**config.mk**
```make
export PLATFORM = sky130hd
export DESIGN_NAME = mod_counter_flat
export DESIGN_NICKNAME = d
export VERILOG_FILES = /design/src/rtl/mod_counter_if.sv /design/src/rtl/mod_counter.sv /design/src/flat_wrapper.sv
export SDC_FILE = /design/constraint.sdc
export NUM_CORES = 1
export LEC_CHECK = 0
export CORE_MARGIN = 3
export CORE_UTILIZATION = 30
export DETAILED_ROUTE_END_ITERATION = 7
export DONT_BUFFER_PORTS = 1
export GPL_ROUTABILITY_DRIVEN = 0
export PLACE_DENSITY = 0.52
export SKIP_LAST_GASP = 1
export SYNTH_ARGS = -nofsm -noshare
export SYNTH_HDL_FRONTEND = slang
export SYNTH_SLANG_ARGS = --single-unit
```
**constraint.sdc**
```tcl
create_clock -name clk -period 3.8 [get_ports clk]
set_input_delay 0.57 -clock clk [delete_from_list [all_inputs] [get_ports clk]]
set_output_delay 0.57 -clock clk [all_outputs]
set_load 0.02 [all_outputs]
```
**src/rtl/mod_counter_if.sv**
```systemverilog
// Control/status bundle for mod_counter: counting controls driven by the
// master side, registered count and terminal-count pulse returned by the
// counter (slave side). clk and reset stay as plain scalar ports.
interface mod_counter_if #(
  parameter int WIDTH = 4
);
  logic             en;
  logic             up;
  logic [1:0]       mode;
  logic             load;
  logic [WIDTH-1:0] load_val;
  logic [WIDTH-1:0] out;
  logic             tc;

  modport master (
    output en, up, mode, load, load_val,
    input  out, tc
  );

  modport slave (
    input  en, up, mode, load, load_val,
    output out, tc
  );
endinterface

```
**src/rtl/mod_counter.sv**
```systemverilog
// mod_counter: modulo-N up/down counter with four run-time moduli, load
// (clamped to the active limit) and a registered one-cycle terminal-count
// pulse. Optional prescaler enabled by defining MOD_COUNTER_PRESCALE_EN:
// with it, only every PRESCALE-th enabled cycle is a counter step.
module mod_counter #(
  parameter int WIDTH    = 4,
  parameter int MOD0     = 10,
  parameter int MOD1     = 12,
  parameter int MOD2     = 14,
  parameter int MOD3     = 16,
  parameter int PRESCALE = 4
) (
  input  logic          clk,
  input  logic          reset,
  mod_counter_if.slave  bus
);

  // Limits carry one extra bit so MODn = 2**WIDTH compares cleanly.
  localparam logic [WIDTH:0]   LIM0 = (WIDTH+1)'(MOD0 - 1);
  localparam logic [WIDTH:0]   LIM1 = (WIDTH+1)'(MOD1 - 1);
  localparam logic [WIDTH:0]   LIM2 = (WIDTH+1)'(MOD2 - 1);
  localparam logic [WIDTH:0]   LIM3 = (WIDTH+1)'(MOD3 - 1);
  localparam logic [WIDTH-1:0] ONE  = WIDTH'(1);

  // Elaboration-time sanity checks on the configuration.
  if (WIDTH < 2 || WIDTH > 16) begin : g_bad_width
    $error("mod_counter: WIDTH must be 2..16");
  end
  if (MOD0 < 2 || MOD0 > (1 << WIDTH) || MOD1 < 2 || MOD1 > (1 << WIDTH) ||
      MOD2 < 2 || MOD2 > (1 << WIDTH) || MOD3 < 2 || MOD3 > (1 << WIDTH)) begin : g_bad_mod
    $error("mod_counter: each MODn must be in 2..2**WIDTH");
  end
  if (PRESCALE < 1) begin : g_bad_prescale
    $error("mod_counter: PRESCALE must be >= 1");
  end

  logic [WIDTH-1:0] out_q, out_d;
  logic             tc_q, tc_d;
  logic [WIDTH:0]   lim;
  logic [WIDTH:0]   out_ext;
  logic [WIDTH:0]   ld_ext;
  logic             step;

`ifdef MOD_COUNTER_PRESCALE_EN
  // A 1-bit counter is kept for PRESCALE = 1; it then never leaves 0.
  localparam int             PCW    = (PRESCALE > 1) ? $clog2(PRESCALE) : 1;
  localparam logic [PCW-1:0] PC_TOP = PCW'(PRESCALE - 1);
  localparam logic [PCW-1:0] PC_ONE = PCW'(1);

  logic [PCW-1:0] pc_q, pc_d;

  // Prescale counter: advances on enabled cycles, clears on load or on the
  // cycle that produces a counter step.
  always_comb begin
    pc_d = pc_q;
    step = 1'b0;
    if (bus.load) begin
      pc_d = '0;
    end else if (bus.en) begin
      if (pc_q == PC_TOP) begin
        pc_d = '0;
        step = 1'b1;
      end else begin
        pc_d = pc_q + PC_ONE;
      end
    end
  end

  // Prescale counter register.
  always_ff @(posedge clk or posedge reset) begin
    if (reset) begin
      pc_q <= '0;
    end else begin
      pc_q <= pc_d;
    end
  end
`else
  // Without the prescaler every enabled cycle is a step.
  always_comb begin
    step = bus.en;
  end
`endif

  // Active limit follows mode combinationally so a mode change applies on
  // the very next edge without restarting the count.
  always_comb begin
    unique case (bus.mode)
      2'b00:   lim = LIM0;
      2'b01:   lim = LIM1;
      2'b10:   lim = LIM2;
      default: lim = LIM3;
    endcase
  end

  // Next count and terminal-count: load beats enable; tc only pulses on a wrap.
  always_comb begin
    out_ext = {1'b0, out_q};
    ld_ext  = {1'b0, bus.load_val};
    out_d   = out_q;
    tc_d    = 1'b0;
    if (bus.load) begin
      out_d = (ld_ext <= lim) ? bus.load_val : lim[WIDTH-1:0];
    end else if (step) begin
      if (bus.up) begin
        if (out_ext >= lim) begin
          out_d = '0;
          tc_d  = 1'b1;
        end else begin
          out_d = out_q + ONE;
        end
      end else begin
        if (out_q == '0) begin
          out_d = lim[WIDTH-1:0];
          tc_d  = 1'b1;
        end else if (out_ext > lim) begin
          // Left above range by a mode shrink: settle on the new limit.
          out_d = lim[WIDTH-1:0];
        end else begin
          out_d = out_q - ONE;
        end
      end
    end
  end

  // Count and tc registers; reset clears both without waiting for a clock.
  always_ff @(posedge clk or posedge reset) begin
    if (reset) begin
      out_q <= '0;
      tc_q  <= 1'b0;
    end else begin
      out_q <= out_d;
      tc_q  <= tc_d;
    end
  end

  assign bus.out = out_q;
  assign bus.tc  = tc_q;

endmodule

```
**src/flat_wrapper.sv**
```systemverilog
// flat-port wrapper written by rule: the top's interface ports become plain ports
module mod_counter_flat 
#(
  parameter int WIDTH    = 4,
  parameter int MOD0     = 10,
  parameter int MOD1     = 12,
  parameter int MOD2     = 14,
  parameter int MOD3     = 16,
  parameter int PRESCALE = 4
)
  (clk, reset, bus_en, bus_up, bus_mode, bus_load, bus_load_val, bus_out, bus_tc);
  mod_counter_if #(.WIDTH(WIDTH)) bus_i ();
  input  logic clk;
  input  logic reset;
  input wire logic [$bits(bus_i.en)-1:0] bus_en;
  input wire logic [$bits(bus_i.up)-1:0] bus_up;
  input wire logic [$bits(bus_i.mode)-1:0] bus_mode;
  input wire logic [$bits(bus_i.load)-1:0] bus_load;
  input wire logic [$bits(bus_i.load_val)-1:0] bus_load_val;
  output wire logic [$bits(bus_i.out)-1:0] bus_out;
  output wire logic [$bits(bus_i.tc)-1:0] bus_tc;
  assign bus_i.en = bus_en;
  assign bus_i.up = bus_up;
  assign bus_i.mode = bus_mode;
  assign bus_i.load = bus_load;
  assign bus_i.load_val = bus_load_val;
  assign bus_out = bus_i.out;
  assign bus_tc = bus_i.tc;
  mod_counter #(.WIDTH(WIDTH), .MOD0(MOD0), .MOD1(MOD1), .MOD2(MOD2), .MOD3(MOD3), .PRESCALE(PRESCALE)) u_core (.clk(clk), .reset(reset), .bus(bus_i));
endmodule
```
==> flow_metrics.env, run 1 <==
export IMPL_worst_hold_path_type="in -> async"
export IMPL_critPathSlowestCell="dfrtp_1"
export IMPL_post_synth_cell_area_avg_um2=8.27
export IMPL_detail_route_vias_per_cell=5.56
export IMPL_initial_core_util=0.331
export IMPL_clock_latency_ps=250
export IMPL_power_static_leakage_nw=0.285
export IMPL_final_total_negative_setup_slack_ps=0
export IMPL_synth_seq_cells=5
export IMPL_drcViolationCount=0
export IMPL_first_global_vias=512
export IMPL_timing_hold_violations_final=0
export IMPL_ys_top_cells_by_count="10 x inv_1, 5 x dfrtp_1, 5 x nand2b_1"
export IMPL_layout_overhead_on_the_synthesized_area_pct=7.56
export IMPL_cp_start_kind="register"
export IMPL_placement_io_buffers=0
export IMPL_clock_fmax_mhz=479
export IMPL_fp_dieH_um=50.6
export IMPL_tightest_slew_ps=563
export IMPL_final_setup_worst_slack_ps=1710
export IMPL_yosys_warnings=0
export IMPL_critical_path_cell_chain="inv_1 > ha_1 > nor3b_1 > a311o_1 > a211o_1 > o21a_1"
export IMPL_floorplan_die_area_mm2=0.00256
export IMPL_ys_async_sr_fraction=1.00
export IMPL_delay_of_the_slowest_cell_on_the_worst_path_ps=580
export IMPL_drt_pass1_iterations=4
export IMPL_cts_made_buffers=3
export IMPL_timing_critical_path_fanout_max=8
export IMPL_path_class="reg -> reg"
export IMPL_synthCells=72
export IMPL_cts_htree_levels=1
export IMPL_routed_wirelength_mm=1.44
export IMPL_synth_largest_area_cell="dfrtp_1"
export IMPL_post_cts_buffers=0
export IMPL_dp_hpwl_mm=1.11
export IMPL_dr_first_iter_drc_count=13
export IMPL_ctsHoldBuffers=0
export IMPL_fin_worst_skew_ps=12.7
export IMPL_vias=545
export IMPL_rows=15
export IMPL_cts_tree="done"
export IMPL_worst_ep_arrival_time_ps=2230
export IMPL_run_status="finished clean"
export IMPL_slew_violations=0
export IMPL_yosysSeqAreaShare=0.210
export IMPL_clkSinkCount=5
export IMPL_cap_violations=0
export IMPL_netlist_area_pre_place_um2=596
export IMPL_cts_path_max_buffers=2
export IMPL_final_min_period_over_clock_period=0.549
export IMPL_layout_filler_cells=195
export IMPL_post_synth_num_cell_types=39
export IMPL_critical_path_endpoint_type="register"
export IMPL_core_area_mm2=0.00180
export IMPL_routed_wirelength_normalized_by_instance_count_um=14.7
export IMPL_ctsRootBufferMaster="clkbuf_4"
export IMPL_layout_drive_gt1_share=0.123
export IMPL_grtUsageTotal=0.121
export IMPL_power_density_cell_area_mw_per_mm2=375
export IMPL_final_setup_violation_count=0
export IMPL_worst_endpoint_required_ps=3940
export IMPL_antenna_violations_before_repair=0
export IMPL_design_final_nets=89
export IMPL_timing_final_crit_period_ps=2090
export IMPL_io_pins=16
export IMPL_postSynthNetCount=87
export IMPL_report_power_total_mw=0.240
export IMPL_grt_start_max_net_pins=14
export IMPL_synth_most_common_cell="inv_1"
export IMPL_globalRouteOverflowTotal=0
export IMPL_yosysTopAreaCellShare=0.210
export IMPL_peakVddDrop_mv=0.246
export IMPL_number_of_enable_flip_flop_cells_after_synthesis=0
export IMPL_drt_antenna_violating_nets=0
export IMPL_synth_area_leaders="dfrtp_1 21%, ha_1 8.4%, inv_1 6.3%"
export IMPL_rsz_0062_raised_after_global_routing="false"
export IMPL_pre_cts_setup_slack_ps=1730
export IMPL_chipWidth_um=50.6
export IMPL_num_antenna_cells=0
export IMPL_worst_slew_margin_relative_to_its_limit=0.625
export IMPL_grt_pass1_wl_mm=2.41
export IMPL_synth_top_flop_cell="dfrtp_1"
export IMPL_path_clk_slew_ps=50
export IMPL_post_cts_resize_count=0
sequential cells by signal, summed over array words and instances, names as in the netlist:
register,cells
u_core.bus.out,4
u_core.bus.tc,1
where the power goes:
| part | leakage (nW) | switching (mW) | internal, mW |
|---|---|---|---|
| clock network | 0.0150 | 0.0253 | 0.0399 |
| logic | 0.209 | 0.0403 | 0.0432 |
| registers | 0.0609 | 0.0309 | 0.0607 |
layout make-up:
class	instances	area, µm²	area share
tap	25	31.3	0.0488
clock buffer	4	26.3	0.0410
inverter	10	37.5	0.0586
sequential	5	125	0.195
multi-input combinational	54	420	0.656
critical path, delay by kind of cell (launching register included):
kind                     cells  cell delay, ps
buffers and inverters        1             120
flip-flops                   1             580
AND/OR/NAND/NOR              1             150
adder cells (fa/ha/maj)      1             240
AO/OA/AOI/OAI                3             880
cells in the final DEF, fill, tap and decap left out, types with 3 or more instances in the layout:
cell type and n:
nor3_1 3, clkbuf_4 3, inv_1 10, ha_1 4, a21oi_1 4, nand2b_1 5, dfrtp_1 5
kinds of logic after synthesis:
| family | count (synthesis) | share of synthesized area |
|---|---|---|
| AOI/OAI and AO/OA | 25 | 0.332 |
| adders and majority gates | 4 | 0.0840 |
| buffers and inverters | 13 | 0.0840 |
| DFF | 5 | 0.210 |
| and+or+nand+nor | 21 | 0.229 |
| xor gates and xnor gates | 3 | 0.0441 |
| muxes | 1 | 0.0168 |
metal layers:
metal / vias to the layer above / routed length [µm] / global-route usage
met5: - / 0 / 0
met3: 0 / 100 / 0.0475
met4: 0 / 0 / 0
met2: 19 / 645 / 0.176
met1: 252 / 694 / 0.177
li1: 274 / - / -
worst paths after layout:
kind / cells after the start / endpoint / slack, ps / start
min in group clk: 1 / u_core.bus.out[2] / 430 / bus_up
max: 6 / u_core.bus.out[3] / 1710 / u_core.bus.out[0]
min: 1 / u_core.bus.out[3] / 100 / reset
max in group asynchronous: 1 / u_core.bus.out[2] / 3500 / reset
max reg2reg: 6 / u_core.bus.out[3] / 1710 / u_core.bus.out[0]
min reg2reg: 2 / u_core.bus.out[0] / 730 / u_core.bus.out[0]
stage by stage:
stage	hold WS, ps	cells	instance area [µm²]	utilization
detailed placement	381	94	614	0.341
global route	122	98	641	0.356
CTS	118	98	641	0.356
floorplan	349	72	596	-
global placement	374	94	614	0.341
finish	103	98	641	0.356
(Power assumes the default switching activity.)
==> inputs of run 2 (changes only) <==
- PLACE_DENSITY: 0.52 -> 0.53
- clock period: 3.8 -> 1.87 ns (I/O delays scaled with it)
==> flow_metrics.env, run 2 (synthesis results as in run 1) <==
export IMPL_clkSinkCount=5
export IMPL_worst_slew_margin_relative_to_its_limit=0.804
export IMPL_final_min_period_over_clock_period=0.965
export IMPL_cp_startpoint="u_core.bus.out[1]"
export IMPL_clock_latency_ps=250
export IMPL_clock_power_share=0.255
export IMPL_design_final_nets=94
export IMPL_grt_pass1_wl_mm=2.48
export IMPL_critical_path_endpoint_type="register"
export IMPL_slew_violations=0
export IMPL_layout_common_cells="10 x inv_1, 5 x nand2b_1, 4 x a21oi_1, 4 x ha_1, 4 x buf_4"
export IMPL_power_switching_share=0.389
export IMPL_netSwitchingPower_mw=0.201
export IMPL_layout_overhead_on_the_synthesized_area_pct=14.7
export IMPL_tightest_slew_ps=290
export IMPL_routed_wirelength_normalized_by_instance_count_um=14.2
export IMPL_worst_endpoint_required_ps=1990
export IMPL_final_total_negative_setup_slack_ps=0
export IMPL_drt_pass1_iterations=4
export IMPL_combined_area_of_the_multi_input_logic_cells_um2=420
export IMPL_core_area_mm2=0.00180
export IMPL_layout_filler_cells=189
export IMPL_grtUsageTotal=0.126
export IMPL_chipWidth_um=50.6
export IMPL_timing_hold_worst_path_depth=1
export IMPL_grt_start_max_net_pins=11
export IMPL_timing_critical_path_fanout_max=4
export IMPL_floorplan_die_area_mm2=0.00256
export IMPL_worst_setup_path_endpoint="u_core.bus.out[0]"
export IMPL_mostFrequentLayoutCell="inv_1"
export IMPL_post_cts_buffers=0
export IMPL_rows=15
export IMPL_path_class="reg -> reg"
export IMPL_initial_core_util=0.331
export IMPL_first_global_vias=577
export IMPL_worst_r2r_endpoint="u_core.bus.out[0]"
export IMPL_finalCoreUtilization=0.379
export IMPL_globalRouteOverflowTotal=0
export IMPL_critical_path_cell_chain="ha_1 > a21boi_1 > a311o_1 > a221oi_1 > o31ai_1"
export IMPL_combinationalPowerShare=0.456
export IMPL_worst_ep_arrival_time_ps=1920
export IMPL_dp_hpwl_mm=1.16
export IMPL_drcViolationCount=0
export IMPL_vias=566
export IMPL_final_setup_violation_count=0
export IMPL_io_pins=16
export IMPL_largest_reg_flops=4
export IMPL_antenna_violations_before_repair=0
export IMPL_power_sequential_fraction=0.289
export IMPL_cp_start_kind="register"
export IMPL_run_status="finished clean"
export IMPL_drt_antenna_violating_nets=0
export IMPL_cts_path_max_buffers=2
export IMPL_peakVddDrop_mv=0.391
export IMPL_dr_first_iter_drc_count=23
export IMPL_worst_hold_path_type="in -> reg"
export IMPL_seq_area_um2=128
export IMPL_rrSetupSlack_ps=60
export IMPL_num_antenna_cells=0
export IMPL_cts_made_buffers=3
export IMPL_rsz_0062_raised_after_global_routing="false"
export IMPL_critPathSlowestCell="dfrtp_2"
export IMPL_layout_drive_gt1_share=0.192
export IMPL_power_static_leakage_nw=0.307
export IMPL_timing_hold_violations_final=0
export IMPL_cts_htree_levels=1
export IMPL_ctsRootBufferMaster="clkbuf_4"
export IMPL_routed_wirelength_mm=1.47
export IMPL_cts_tree="done"
export IMPL_cap_violations=0
export IMPL_path_clk_slew_ps=50
export IMPL_p_int_mw=0.315
export IMPL_fin_worst_skew_ps=2.23
export IMPL_crit_reg2reg_launch="u_core.bus.out[1]"
export IMPL_placement_io_buffers=0
export IMPL_detail_route_vias_per_cell=5.50
export IMPL_timing_final_crit_period_ps=1810
export IMPL_ff2ff_path_depth=5
export IMPL_power_density_cell_area_mw_per_mm2=754
export IMPL_delay_of_the_slowest_cell_on_the_worst_path_ps=410
export IMPL_fp_dieH_um=50.6
export IMPL_clock_fmax_mhz=554
==> run 2: power groups by stage <==
| stage | logic [mW] | registers [mW] | clock network, mW |
|---|---|---|---|
| after floorplan | 0.163 | 0.164 | 0 |
| after global placement | 0.232 | 0.149 | 0 |
| after detailed placement | 0.230 | 0.151 | 0 |
| after CTS | 0.234 | 0.149 | 0.137 |
| after global routing | 0.259 | 0.153 | 0.146 |
| final | 0.235 | 0.149 | 0.131 |
==> run 2: cell type report <==
cell class | count | share of cell area
well taps | 25 | 0.0458
inverters | 10 | 0.0549
clock buffers | 4 | 0.0385
repair buffers | 5 | 0.0586
flip-flops and latches | 5 | 0.187
multi-input cells | 54 | 0.615
==> run 2: worst min path at each step <==
stage / from / slack, ps / endpoint
floorplan: reset / 60 / u_core.bus.out[2]
global placement: reset / 90 / u_core.bus.tc
detailed placement: reset / 90 / u_core.bus.tc
CTS: bus_up / 120 / u_core.bus.out[2]
global route: bus_up / 120 / u_core.bus.out[2]
finish: bus_up / 130 / u_core.bus.out[2]
==> run 2: per-layer routing <==
metal / GRT usage / wire, µm / up-vias / part of all wire
met3: 0.0297 / 71 / 2 / 0.048
met5: 0 / 0 / - / 0
met1: 0.158 / 682 / 266 / 0.47
met2: 0.198 / 692 / 15 / 0.47
met4: 0.0673 / 19 / 0 / 0.013
li1: - / - / 283 / -
==> run 2: metrics by stage <==
step	instances	hold WS, ps	power [mW]	setup WS [ps]	cell area [µm²]
2_1_floorplan	72	58.9	0.327	26.6	598
3_3_place_gp	98	92.4	0.381	86.6	647
3_5_place_dp	98	88.4	0.381	48.1	647
4_1_cts	103	121	0.520	34.5	683
5_1_grt	103	118	0.558	5.97	683
6_report	103	131	0.515	64.8	683
==> run 2: worst max-delay path: cells and delay by family (launching register included) <==
kind / cells / cell delay (ps)
flip-flops: 1 / 410
adder cells (fa/ha/maj): 1 / 300
AO/OA/AOI/OAI: 4 / 970
==> run 2: timing repair <==
item,in CTS,in global routing
resized for setup,0,0
hold endpoints to repair,5,0
endpoints found under the setup margin,0,1
hold buffers,1,0
